## config.mk

```make
export PLATFORM = sky130hd
export DESIGN_NAME = master_bus_requester_flat
export DESIGN_NICKNAME = d
export VERILOG_FILES = /design/src/rtl/master_bus_requester_if.sv /design/src/rtl/master_bus_requester.sv /design/src/flat_wrapper.sv
export SDC_FILE = /design/constraint.sdc
export NUM_CORES = 1
export LEC_CHECK = 0
export CAP_MARGIN = 0
export CORE_AREA = 2 2 66 68
export CTS_BUF_LIST = sky130_fd_sc_hd__clkbuf_2 sky130_fd_sc_hd__clkbuf_4 sky130_fd_sc_hd__clkbuf_8
export CTS_CLUSTER_SIZE = 40
export DETAILED_ROUTE_END_ITERATION = 10
export DIE_AREA = 0 0 68 70
export GPL_ROUTABILITY_DRIVEN = 0
export MAX_ROUTING_LAYER = met4
export SYNTH_ARGS = -nofsm -noshare
export SYNTH_HDL_FRONTEND = slang
export SYNTH_SLANG_ARGS = --single-unit
```

## constraint.sdc

```tcl
create_clock -name MASTER_CLK -period 2 [get_ports MASTER_CLK]
set_input_delay 0.4 -clock MASTER_CLK [delete_from_list [all_inputs] [get_ports MASTER_CLK]]
set_output_delay 0.4 -clock MASTER_CLK [all_outputs]
set_load 0.1 [all_outputs]
```

## src/rtl/master_bus_requester_if.sv

```systemverilog
`default_nettype none
// ============================================================================
// Module   : master_bus_requester_if
// Brief    : Core-side and arbiter-side handshake bundle of one bus master.
// Revision : 1.0 - initial release
// ============================================================================
interface master_bus_requester_if #(
    parameter int ADDR_W = 2
);
    // Master core side
    logic              req_start;
    logic [ADDR_W-1:0] req_addr;
    logic              xfer_done;
    logic              req_ready;
    logic              bus_owned;
    logic              suspended;
    logic              req_error;
    // Arbiter side
    logic              RQST;
    logic              SLAVE_SEL;
    logic              GRANT;
    logic              BUS_BUSY;
    logic              ARB_BUSY;
    logic              TX_DONE;

    // Requester end of the link
    modport master (
        input  req_start, req_addr, xfer_done, GRANT, BUS_BUSY, ARB_BUSY,
        output req_ready, bus_owned, suspended, req_error, RQST, SLAVE_SEL, TX_DONE
    );

    // Core/arbiter end of the link
    modport slave (
        output req_start, req_addr, xfer_done, GRANT, BUS_BUSY, ARB_BUSY,
        input  req_ready, bus_owned, suspended, req_error, RQST, SLAVE_SEL, TX_DONE
    );
endinterface
`default_nettype wire

```

## src/rtl/master_bus_requester.sv

```systemverilog
`default_nettype none
// ============================================================================
// Module   : master_bus_requester
// Brief    : Master-side arbitration handshake: request, serial addressing,
//            ownership, split suspension/resumption, timeout and retry.
// Revision : 1.0 - initial release
// ============================================================================
module master_bus_requester #(
    parameter int ADDR_W          = 2,
    parameter int GRANT_TIMEOUT   = 16,
    parameter int RETRY_MAX       = 3,
    parameter int SUSPEND_TIMEOUT = 255
) (
    input  wire logic              MASTER_CLK,
    input  wire logic              MASTER_RST,
    master_bus_requester_if.master bus
);

    localparam int c_BIT_W = $clog2(ADDR_W + 1);
    localparam int c_TMO_W = $clog2(GRANT_TIMEOUT + 1);
    localparam int c_RTY_W = $clog2(RETRY_MAX + 1);
    localparam int c_SUS_W = $clog2(SUSPEND_TIMEOUT + 1);

    localparam logic [c_BIT_W-1:0] c_BIT_LAST = c_BIT_W'(ADDR_W);
    localparam logic [c_TMO_W-1:0] c_TMO_LAST = c_TMO_W'(GRANT_TIMEOUT - 1);
    localparam logic [c_RTY_W-1:0] c_RTY_LAST = c_RTY_W'(RETRY_MAX - 1);
    localparam logic [c_SUS_W-1:0] c_SUS_LAST = c_SUS_W'(SUSPEND_TIMEOUT - 1);

    typedef enum logic [2:0] {
        S_IDLE       = 3'd0,
        S_WAIT_BUS   = 3'd1,
        S_ADDR       = 3'd2,
        S_WAIT_GRANT = 3'd3,
        S_OWN        = 3'd4,
        S_SUSPEND    = 3'd5,
        S_DONE       = 3'd6
    } state_t;

    state_t              r_state,     w_state_nx;
    logic [ADDR_W-1:0]   r_addr,      w_addr_nx;
    logic [ADDR_W-1:0]   r_shift,     w_shift_nx;
    logic [c_BIT_W-1:0]  r_bit_cnt,   w_bit_cnt_nx;
    logic [c_TMO_W-1:0]  r_tmo_cnt,   w_tmo_cnt_nx;
    logic [c_RTY_W-1:0]  r_retry_cnt, w_retry_cnt_nx;
    logic [c_SUS_W-1:0]  r_sus_cnt,   w_sus_cnt_nx;
    logic                r_req_ready, w_req_ready_nx;
    logic                r_bus_owned, w_bus_owned_nx;
    logic                r_suspended, w_suspended_nx;
    logic                r_req_error, w_req_error_nx;
    logic                r_rqst,      w_rqst_nx;
    logic                r_sel,       w_sel_nx;
    logic                r_tx_done,   w_tx_done_nx;

    always_ff @(posedge MASTER_CLK or posedge MASTER_RST) begin
        if (MASTER_RST) begin
            r_state     <= S_IDLE;
            r_addr      <= '0;
            r_shift     <= '0;
            r_bit_cnt   <= '0;
            r_tmo_cnt   <= '0;
            r_retry_cnt <= '0;
            r_sus_cnt   <= '0;
            r_req_ready <= 1'b1;
            r_bus_owned <= 1'b0;
            r_suspended <= 1'b0;
            r_req_error <= 1'b0;
            r_rqst      <= 1'b0;
            r_sel       <= 1'b0;
            r_tx_done   <= 1'b0;
        end else begin
            r_state     <= w_state_nx;
            r_addr      <= w_addr_nx;
            r_shift     <= w_shift_nx;
            r_bit_cnt   <= w_bit_cnt_nx;
            r_tmo_cnt   <= w_tmo_cnt_nx;
            r_retry_cnt <= w_retry_cnt_nx;
            r_sus_cnt   <= w_sus_cnt_nx;
            r_req_ready <= w_req_ready_nx;
            r_bus_owned <= w_bus_owned_nx;
            r_suspended <= w_suspended_nx;
            r_req_error <= w_req_error_nx;
            r_rqst      <= w_rqst_nx;
            r_sel       <= w_sel_nx;
            r_tx_done   <= w_tx_done_nx;
        end
    end

    // Counters only advance below their terminal value, so they saturate.
    always_comb begin
        w_state_nx     = r_state;
        w_addr_nx      = r_addr;
        w_shift_nx     = r_shift;
        w_bit_cnt_nx   = r_bit_cnt;
        w_tmo_cnt_nx   = r_tmo_cnt;
        w_retry_cnt_nx = r_retry_cnt;
        w_sus_cnt_nx   = r_sus_cnt;
        w_req_ready_nx = r_req_ready;
        w_bus_owned_nx = r_bus_owned;
        w_suspended_nx = r_suspended;
        w_req_error_nx = 1'b0;
        w_rqst_nx      = r_rqst;
        w_sel_nx       = r_sel;
        w_tx_done_nx   = r_tx_done;

        unique case (r_state)
            S_IDLE: begin
                if (bus.req_start) begin
                    w_addr_nx      = bus.req_addr;
                    w_retry_cnt_nx = '0;
                    w_req_ready_nx = 1'b0;
                    w_state_nx     = S_WAIT_BUS;
                end
            end
            S_WAIT_BUS: begin
                if (!bus.BUS_BUSY && !bus.ARB_BUSY) begin
                    w_rqst_nx    = 1'b1;
                    w_sel_nx     = r_addr[0];
                    w_shift_nx   = r_addr >> 1;
                    w_bit_cnt_nx = c_BIT_W'(1);
                    w_state_nx   = S_ADDR;
                end
            end
            S_ADDR: begin
                // The shift register holds the bits still to be sent.
                if (r_bit_cnt == c_BIT_LAST) begin
                    w_sel_nx     = 1'b0;
                    w_tmo_cnt_nx = '0;
                    w_state_nx   = S_WAIT_GRANT;
                end else begin
                    w_sel_nx     = r_shift[0];
                    w_shift_nx   = r_shift >> 1;
                    w_bit_cnt_nx = r_bit_cnt + 1'b1;
                end
            end
            S_WAIT_GRANT: begin
                if (bus.GRANT) begin
                    w_bus_owned_nx = 1'b1;
                    w_state_nx     = S_OWN;
                end else if (r_tmo_cnt == c_TMO_LAST) begin
                    w_rqst_nx = 1'b0;
                    if (r_retry_cnt == c_RTY_LAST) begin
                        w_req_error_nx = 1'b1;
                        w_req_ready_nx = 1'b1;
                        w_state_nx     = S_IDLE;
                    end else begin
                        w_retry_cnt_nx = r_retry_cnt + 1'b1;
                        w_state_nx     = S_WAIT_BUS;
                    end
                end else begin
                    w_tmo_cnt_nx = r_tmo_cnt + 1'b1;
                end
            end
            S_OWN: begin
                // Completion takes priority over a simultaneous split.
                if (bus.xfer_done) begin
                    w_tx_done_nx   = 1'b1;
                    w_rqst_nx      = 1'b0;
                    w_bus_owned_nx = 1'b0;
                    w_state_nx     = S_DONE;
                end else if (!bus.GRANT) begin
                    w_rqst_nx      = 1'b0;
                    w_bus_owned_nx = 1'b0;
                    w_suspended_nx = 1'b1;
                    w_sus_cnt_nx   = '0;
                    w_state_nx     = S_SUSPEND;
                end
            end
            S_SUSPEND: begin
                if (bus.GRANT) begin
                    w_rqst_nx      = 1'b1;
                    w_bus_owned_nx = 1'b1;
                    w_suspended_nx = 1'b0;
                    w_state_nx     = S_OWN;
                end else if (r_sus_cnt == c_SUS_LAST) begin
                    w_suspended_nx = 1'b0;
                    w_req_error_nx = 1'b1;
                    w_req_ready_nx = 1'b1;
                    w_state_nx     = S_IDLE;
                end else begin
                    w_sus_cnt_nx = r_sus_cnt + 1'b1;
                end
            end
            S_DONE: begin
                w_tx_done_nx   = 1'b0;
                w_req_ready_nx = 1'b1;
                w_state_nx     = S_IDLE;
            end
            default: begin
                w_state_nx = S_IDLE;
            end
        endcase
    end

    assign bus.req_ready = r_req_ready;
    assign bus.bus_owned = r_bus_owned;
    assign bus.suspended = r_suspended;
    assign bus.req_error = r_req_error;
    assign bus.RQST      = r_rqst;
    assign bus.SLAVE_SEL = r_sel;
    assign bus.TX_DONE   = r_tx_done;

endmodule
`default_nettype wire
```

## src/flat_wrapper.sv

```systemverilog
// flat-port wrapper written by rule: the top's interface ports become plain ports
module master_bus_requester_flat 
#(
    parameter int ADDR_W          = 2,
    parameter int GRANT_TIMEOUT   = 16,
    parameter int RETRY_MAX       = 3,
    parameter int SUSPEND_TIMEOUT = 255
)
  (MASTER_CLK, MASTER_RST, bus_req_start, bus_req_addr, bus_xfer_done, bus_GRANT, bus_BUS_BUSY, bus_ARB_BUSY, bus_req_ready, bus_bus_owned, bus_suspended, bus_req_error, bus_RQST, bus_SLAVE_SEL, bus_TX_DONE);
  master_bus_requester_if #(.ADDR_W(ADDR_W)) bus_i ();
  input  wire logic MASTER_CLK;
  input  wire logic MASTER_RST;
  input wire logic [$bits(bus_i.req_start)-1:0] bus_req_start;
  input wire logic [$bits(bus_i.req_addr)-1:0] bus_req_addr;
  input wire logic [$bits(bus_i.xfer_done)-1:0] bus_xfer_done;
  input wire logic [$bits(bus_i.GRANT)-1:0] bus_GRANT;
  input wire logic [$bits(bus_i.BUS_BUSY)-1:0] bus_BUS_BUSY;
  input wire logic [$bits(bus_i.ARB_BUSY)-1:0] bus_ARB_BUSY;
  output wire logic [$bits(bus_i.req_ready)-1:0] bus_req_ready;
  output wire logic [$bits(bus_i.bus_owned)-1:0] bus_bus_owned;
  output wire logic [$bits(bus_i.suspended)-1:0] bus_suspended;
  output wire logic [$bits(bus_i.req_error)-1:0] bus_req_error;
  output wire logic [$bits(bus_i.RQST)-1:0] bus_RQST;
  output wire logic [$bits(bus_i.SLAVE_SEL)-1:0] bus_SLAVE_SEL;
  output wire logic [$bits(bus_i.TX_DONE)-1:0] bus_TX_DONE;
  assign bus_i.req_start = bus_req_start;
  assign bus_i.req_addr = bus_req_addr;
  assign bus_i.xfer_done = bus_xfer_done;
  assign bus_i.GRANT = bus_GRANT;
  assign bus_i.BUS_BUSY = bus_BUS_BUSY;
  assign bus_i.ARB_BUSY = bus_ARB_BUSY;
  assign bus_req_ready = bus_i.req_ready;
  assign bus_bus_owned = bus_i.bus_owned;
  assign bus_suspended = bus_i.suspended;
  assign bus_req_error = bus_i.req_error;
  assign bus_RQST = bus_i.RQST;
  assign bus_SLAVE_SEL = bus_i.SLAVE_SEL;
  assign bus_TX_DONE = bus_i.TX_DONE;
  master_bus_requester #(.ADDR_W(ADDR_W), .GRANT_TIMEOUT(GRANT_TIMEOUT), .RETRY_MAX(RETRY_MAX), .SUSPEND_TIMEOUT(SUSPEND_TIMEOUT)) u_core (.MASTER_CLK(MASTER_CLK), .MASTER_RST(MASTER_RST), .bus(bus_i));
endmodule
```

==> results of run 1 <==
[cell type report]
type | count | area, um2 | share of cell area
multi-input combinational | 140 | 927.1 | 0.4354
sequential | 30 | 752.0 | 0.3531
clock inverter | 2 | 60.06 | 0.02820
tap | 52 | 65.06 | 0.03055
timing repair buffer | 22 | 197.7 | 0.09283
clock buffer | 6 | 82.58 | 0.03878
inverter | 12 | 45.04 | 0.02115
[power by group through the flow]
stage	registers (mW)	clock network [mW]	logic, mW
floorplan	1.37	0	0.903
global placement	1.03	0	1.60
detailed placement	1.05	0	1.63
CTS	1.03	0.790	1.63
global route	1.07	0.814	1.78
finish	1.03	0.768	1.63
[critical path: cells and delay by family, from the launching register on]
| family | cells | cell delay, ps |
|---|---|---|
| AO/OA/AOI/OAI | 2 | 240 |
| adder cells (fa/ha/maj) | 2 | 460 |
| AND/OR/NAND/NOR | 3 | 690 |
| flip-flops | 1 | 420 |
[through the flow]
step	worst slack (ps)	hold slack (ps)	power (mW)	area, um2
after floorplan	339.2	441.2	2.274	1767
after global placement	96.41	459.5	2.627	1987
after detailed placement	34.13	483.2	2.672	1987
after CTS	109.4	495.3	3.457	2130
after global routing	4.834	499.4	3.661	2130
final	119.3	485.2	3.426	2130
[worst max-delay path by stage]
stage / depth (start not counted) / from / endpoint / slack, ps
floorplan: 7 / u_core.r_tmo_cnt[0] / u_core.r_tmo_cnt[2] / 340
global placement: 4 / bus_GRANT / u_core.r_retry_cnt[0] / 100
detailed placement: 5 / bus_GRANT / u_core.r_sus_cnt[6] / 30
CTS: 7 / u_core.r_tmo_cnt[0] / u_core.r_tmo_cnt[1] / 110
global route: 7 / u_core.r_tmo_cnt[0] / u_core.r_tmo_cnt[2] / 5
finish: 7 / u_core.r_tmo_cnt[0] / u_core.r_tmo_cnt[2] / 120
[cell families (layout without fill, tap and decap cells)]
| group | Yosys count | in the layout | synth area share |
|---|---|---|---|
| adder cells (fa/ha/maj) | 7 | 7 | 0.04957 |
| flip-flops | 30 | 30 | 0.4256 |
| AND/OR/NAND/NOR | 65 | 65 | 0.2082 |
| multiplexers | 5 | 5 | 0.02974 |
| XOR/XNOR | 1 | 1 | 0.004958 |
| AO/OA/AOI/OAI | 62 | 62 | 0.2323 |
| buffers and inverters | 18 | 42 | 0.04957 |
[metal layers]
| metal | global-route usage | up-vias |
|---|---|---|
| li1 | - | 733 |
| met1 | 0.2500 | 736 |
| met2 | 0.2945 | 22 |
| met3 | 0.04831 | 5 |
| met4 | 0.06000 | 0 |
| met5 | - | - |
[cell usage after synthesis, types with 2 or more instances]
cell type and instances:
dfrtp_1 29, nand2_1 17, o21ai_1 17, inv_1 11
nor2_1 10, o21ai_0 9, a21oi_1 8, nand3_1 8
ha_1 7, nand2b_1 5, o31ai_1 5, o22ai_1 4
a31oi_1 3, and3_1 3, buf_4 3, mux2i_1 3
or3_1 3, a22o_1 2, and2b_1 2, mux2_2 2
nand4_1 2, nor2b_1 2, or2_1 2
[state kept, by name, indices dropped and copies added (netlist names), 2 cells and up]
name                flops
u_core.r_sus_cnt        8
u_core.r_state          3
u_core.r_tmo_cnt        5
u_core.r_addr           2
u_core.r_retry_cnt      2
u_core.r_bit_cnt        2
==> flow_summary.yaml, run 1 <==
synth:
  async_flop_share: 1.000
  yosysTopAreaCell: "dfrtp_1"
  synth_edf_count: 0
  synth_top_area_share: 0.4108
  synth.cell_area_um2: 1767
  synth_cells: 188
  synth_fp_nets: 204
  avgSynthCellArea_um2: 9.397
  synth_seq_area_share: 0.4256
  ys_seq_elements: 30
  ys_warn_count: 0
  synthDistinctLibCells: 54
  synth.area.top_cells: "dfrtp_1 41%, ha_1 5.0%, o21ai_1 4.8%"
  synth-main-ff-cell: "dfrtp_1"
flow_run:
  max-cap-violations: 0
routing:
  via_per_inst: 5.667
  met3_length_um: 143
  routedWlPerCell_um: 14.76
  drtPass1Iterations: 4
  final_antenna_net_count: 0
  drt_iter0_drc: 89
  vias: 1496
  wl_met1_um: 1786
  drc: 0
  route.met2.wl_um: 1931
  highest_layer: "met4"
  wl_um: 3896
sta:
  fin_worst_skew_ps: 7.933
  worst_pin_slew_ps: 443.0
  setup_viol: 0
  relSlewSlack: 0.7046
  slew_viol_final: 0
  rsz0062_at_grt: "false"
  min_period_over_period: 0.9404
  finalCriticalPeriod_ps: 1881
  setup_tns_ps: 0
  fmax_mhz: 531.7
  hold_violations: 0
power:
  p_comb_frac: 0.475
  pwr-share-seq: 0.301
  p_int_mw: 1.925
  power_switching_mw: 1.501
  power.share.clock: 0.224
  p_per_area_nw_per_um2: 1609
  swShare: 0.4381
  cellLeakagePower_nw: 0.9595
  peakVddDrop_mv: 0.6419
critical_path:
  timing.rr.start: "u_core.r_tmo_cnt[0]"
  crit_chain: "ha_1 > and3_1 > ha_1 > or2_1 > nor2_1 > a21oi_1 > o21ai_1"
  max_stage_delay_ps: 420
  cp_slowest_cell: "dfrtp_1"
  r2r_cells: 7
  critPathKind: "flip-flop to flip-flop"
  cp-end-kind: "flip-flop"
  crit_fanout: 5
  path_common_cell: "ha_1"
  crit_required_ps: 2210
  r2r-end: "u_core.r_tmo_cnt[2]"
  critPathLaunchType: "flip-flop"
  r2r_slack_ps: 120
  cp.arrival_ps: 2090
floorplan:
  dieArea_um2: 4760
  core_area_um2: 4144
  fp-row-count: 24
  start_util: 0.4263
  die-width_um: 68
  die_h_um: 70
  ioPinCount: 16
clocking:
  cts_resized: 0
  cts_sinks: 30
  insertion_delay_ps: 280
  cts_buffers: 5
  cts_tree: "yes"
  clockBufferDepth: 2
  cts_max_level: 2
  clkTransAtPathRegs_ps: 70
  holdBufCountCts: 0
  cts_setup_buffers: 0
  ctsRootBufferMaster: "clkbuf_8"
cells_and_area:
  diodes: 0
  nets: 227
  syn_to_final_growth_pct: 20.54
  instances_no_fill: 264
  postLayoutCoreUtil: 0.5139
  layout_commonest_cell: "dfrtp_1"
  drive_gt1_frac: 0.1509
  layout_common_cells: "29 x dfrtp_1, 17 x o21ai_1, 17 x nand2_1"
  n_fill_cell: 390
global_route:
  grt_start_max_net_pins: 31
  antenna_found_initial: 0
  grt_util_all_layers: 0.1929
  grt_pass1_vias: 1483
  grt_overflow: 0
  grt_pass1_wl_um: 6906
status:
  outcome: "finished, final reports clean"
placement:
  port_buffers: 15
  dp_cells: 256
  hpwl_um: 2878
hold_path:
  hold_path_class: "input port to asynchronous set/reset pin"
Note: power is estimated with default switching activity, not from simulation.
==> run 2, diff against run 1 <==
- CTS_CLUSTER_SIZE: 40 -> 30
==> results of run 2 <==
The final DEF is identical to that of run 1; final timing and power are the same.
==> run 3, diff against run 2 <==
- CORE_AREA: 2 2 66 68 -> 2 2 75 77
- DIE_AREA: 0 0 68 70 -> 0 0 77 79
==> run 3 against run 2 <==
Effect of this change: non-clock buffer count unchanged; setup slack better by 83 ps; total power down 6.6%; global-route usage down 4.4 points; sequential power up 4%; maximum frequency up 4.6%; critical path depth unchanged; register-to-register slack better by 80 ps; sequential share of layout area up 0.38 points; core utilization down 12 points; largest power group unchanged; highest routed layer unchanged.
==> flow_summary.yaml, run 3 (synthesis results as in run 1) <==
clocking:
  clockBufferDepth: 2
  cts_tree: "yes"
  cts_sinks: 30
  clkTransAtPathRegs_ps: 70
  ctsRootBufferMaster: "clkbuf_8"
  cts_setup_buffers: 0
  cts_max_level: 2
  insertion_delay_ps: 290
  cts_buffers: 5
  holdBufCountCts: 0
  cts_resized: 0
power:
  pwr-share-seq: 0.336
  swShare: 0.4785
  power_mw: 3.198
  p_per_area_nw_per_um2: 1518
  power.share.clock: 0.169
  p_int_mw: 1.668
  cellLeakagePower_nw: 0.9352
  power_switching_mw: 1.530
  p_comb_frac: 0.496
  peakVddDrop_mv: 0.7567
critical_path:
  max_stage_delay_ps: 420
  cp.arrival_ps: 2020
  cp-end-kind: "flip-flop"
  critPathKind: "flip-flop to flip-flop"
  crit_required_ps: 2230
  critPathLaunchType: "flip-flop"
  path_common_cell: "ha_1"
  cp_slowest_cell: "dfrtp_1"
  crit_chain: "ha_1 > and3_1 > ha_1 > or2_1 > nor2_1 > a21oi_1 > o21ai_1"
  crit_fanout: 5
sta:
  relSlewSlack: 0.6540
  fin_worst_skew_ps: 5.398
  worst_pin_slew_ps: 519.0
  rsz0062_at_grt: "false"
  setup_viol: 0
  min_period_over_period: 0.8989
  finalCriticalPeriod_ps: 1798
  hold_violations: 0
  slew_viol_final: 0
  setup_tns_ps: 0
  fmax_mhz: 556.3
cells_and_area:
  reg_top3: "u_core.r_sus_cnt: 8 flops, u_core.r_tmo_cnt: 5 flops, u_core.r_state: 3 flops"
  nets: 227
  largest_reg_flops: 8
  regMostFlops: "u_core.r_sus_cnt"
  drive_gt1_frac: 0.1509
  layout_commonest_cell: "dfrtp_1"
  diodes: 0
  syn_to_final_growth_pct: 19.26
  layout_common_cells: "29 x dfrtp_1, 17 x o21ai_1, 17 x nand2_1"
global_route:
  grt_start_max_net_pins: 31
  grt_pass1_vias: 1413
  grt_overflow: 0
  antenna_found_initial: 0
  grt_util_all_layers: 0.1492
  grt_pass1_wl_um: 6851
flow_run:
  max-cap-violations: 0
routing:
  drc: 0
  wl_um: 4016
  vias: 1458
  routedWlPerCell_um: 14.14
  final_antenna_net_count: 0
  drt_iter0_drc: 127
  drtPass1Iterations: 4
  via_per_inst: 5.134
placement:
  hpwl_um: 2881
  port_buffers: 15
floorplan:
  start_util: 0.3310
  dieArea_um2: 6083
  ioPinCount: 16
  core_area_um2: 5338
  die-width_um: 77
  fp-row-count: 27
  die_h_um: 79
hold_path:
  hold_path_class: "input port to asynchronous set/reset pin"
status:
  outcome: "finished, final reports clean"
==> run 3: changes by cell type in the layout (fill, tap and decap cells not counted) <==
cell and delta:
bufinv_16 -2, clkinv_2 +1, clkinvlp_4 +1
==> run 3: power groups by stage <==
stage | registers [mW] | logic [mW] | clock network (mW)
2_1_floorplan | 1.37 | 0.903 | 0
3_3_place_gp | 1.08 | 1.58 | 0
3_5_place_dp | 1.08 | 1.59 | 0
4_1_cts | 1.07 | 1.60 | 0.548
5_1_grt | 1.10 | 1.73 | 0.574
6_report | 1.07 | 1.59 | 0.540
==> run 3: final cells by class <==
type | count | area [um2]
Inverter | 12 | 45.04
Clock inverter | 2 | 12.51
Sequential cell | 30 | 752.0
Tap cell | 72 | 90.09
Clock buffer | 6 | 82.58
Timing Repair Buffer | 22 | 197.7
Multi-Input combinational cell | 140 | 927.1
Fill cell | 579 | 3231
==> run 3: metrics by stage <==
| stage | setup slack (ps) | hold slack [ps] | instance area (um2) | utilization | instances |
|---|---|---|---|---|---|
| after CTS | 196.0 | 478.7 | 2107 | 0.3947 | 284 |
| after global placement | 149.0 | 462.2 | 2012 | 0.3769 | 276 |
| after floorplan | 339.2 | 441.2 | 1767 | - | 188 |
| after detailed placement | 143.3 | 468.9 | 2012 | 0.3769 | 276 |
| final | 202.3 | 475.1 | 2107 | 0.3947 | 284 |
| after global routing | 65.90 | 513.2 | 2107 | 0.3947 | 284 |
==> run 3: per-layer routing <==
layer | track usage | wire length, um | vias to the layer above
li1 | - | - | 735
met1 | 0.1757 | 1902 | 701
met2 | 0.2439 | 1940 | 17
met3 | 0.04205 | 117 | 5
met4 | 0.05893 | 55 | 0
met5 | - | 0 | -
==> run 3: critical path, delay by kind of cell (launching register included) <==
kind / cells / cell delay (ps)
AOI/OAI and AO/OA: 2 / 210
and+or+nand+nor: 3 / 650
adders and majority gates: 2 / 440
DFF: 1 / 420
==> run 3: path summary, 6_finish.rpt <==
kind	from	end	slack [ps]	depth (start not counted)
max	u_core.r_tmo_cnt[0]	u_core.r_tmo_cnt[2]	200	7
min	MASTER_RST	u_core.r_tmo_cnt[1]	480	3
max reg2reg	u_core.r_tmo_cnt[0]	u_core.r_tmo_cnt[2]	200	7
min reg2reg	u_core.r_retry_cnt[0]	u_core.r_retry_cnt[0]	480	1
max in group asynchronous	MASTER_RST	u_core.bus.req_ready	1200	3
min in group MASTER_CLK	u_core.r_retry_cnt[0]	u_core.r_retry_cnt[0]	480	1
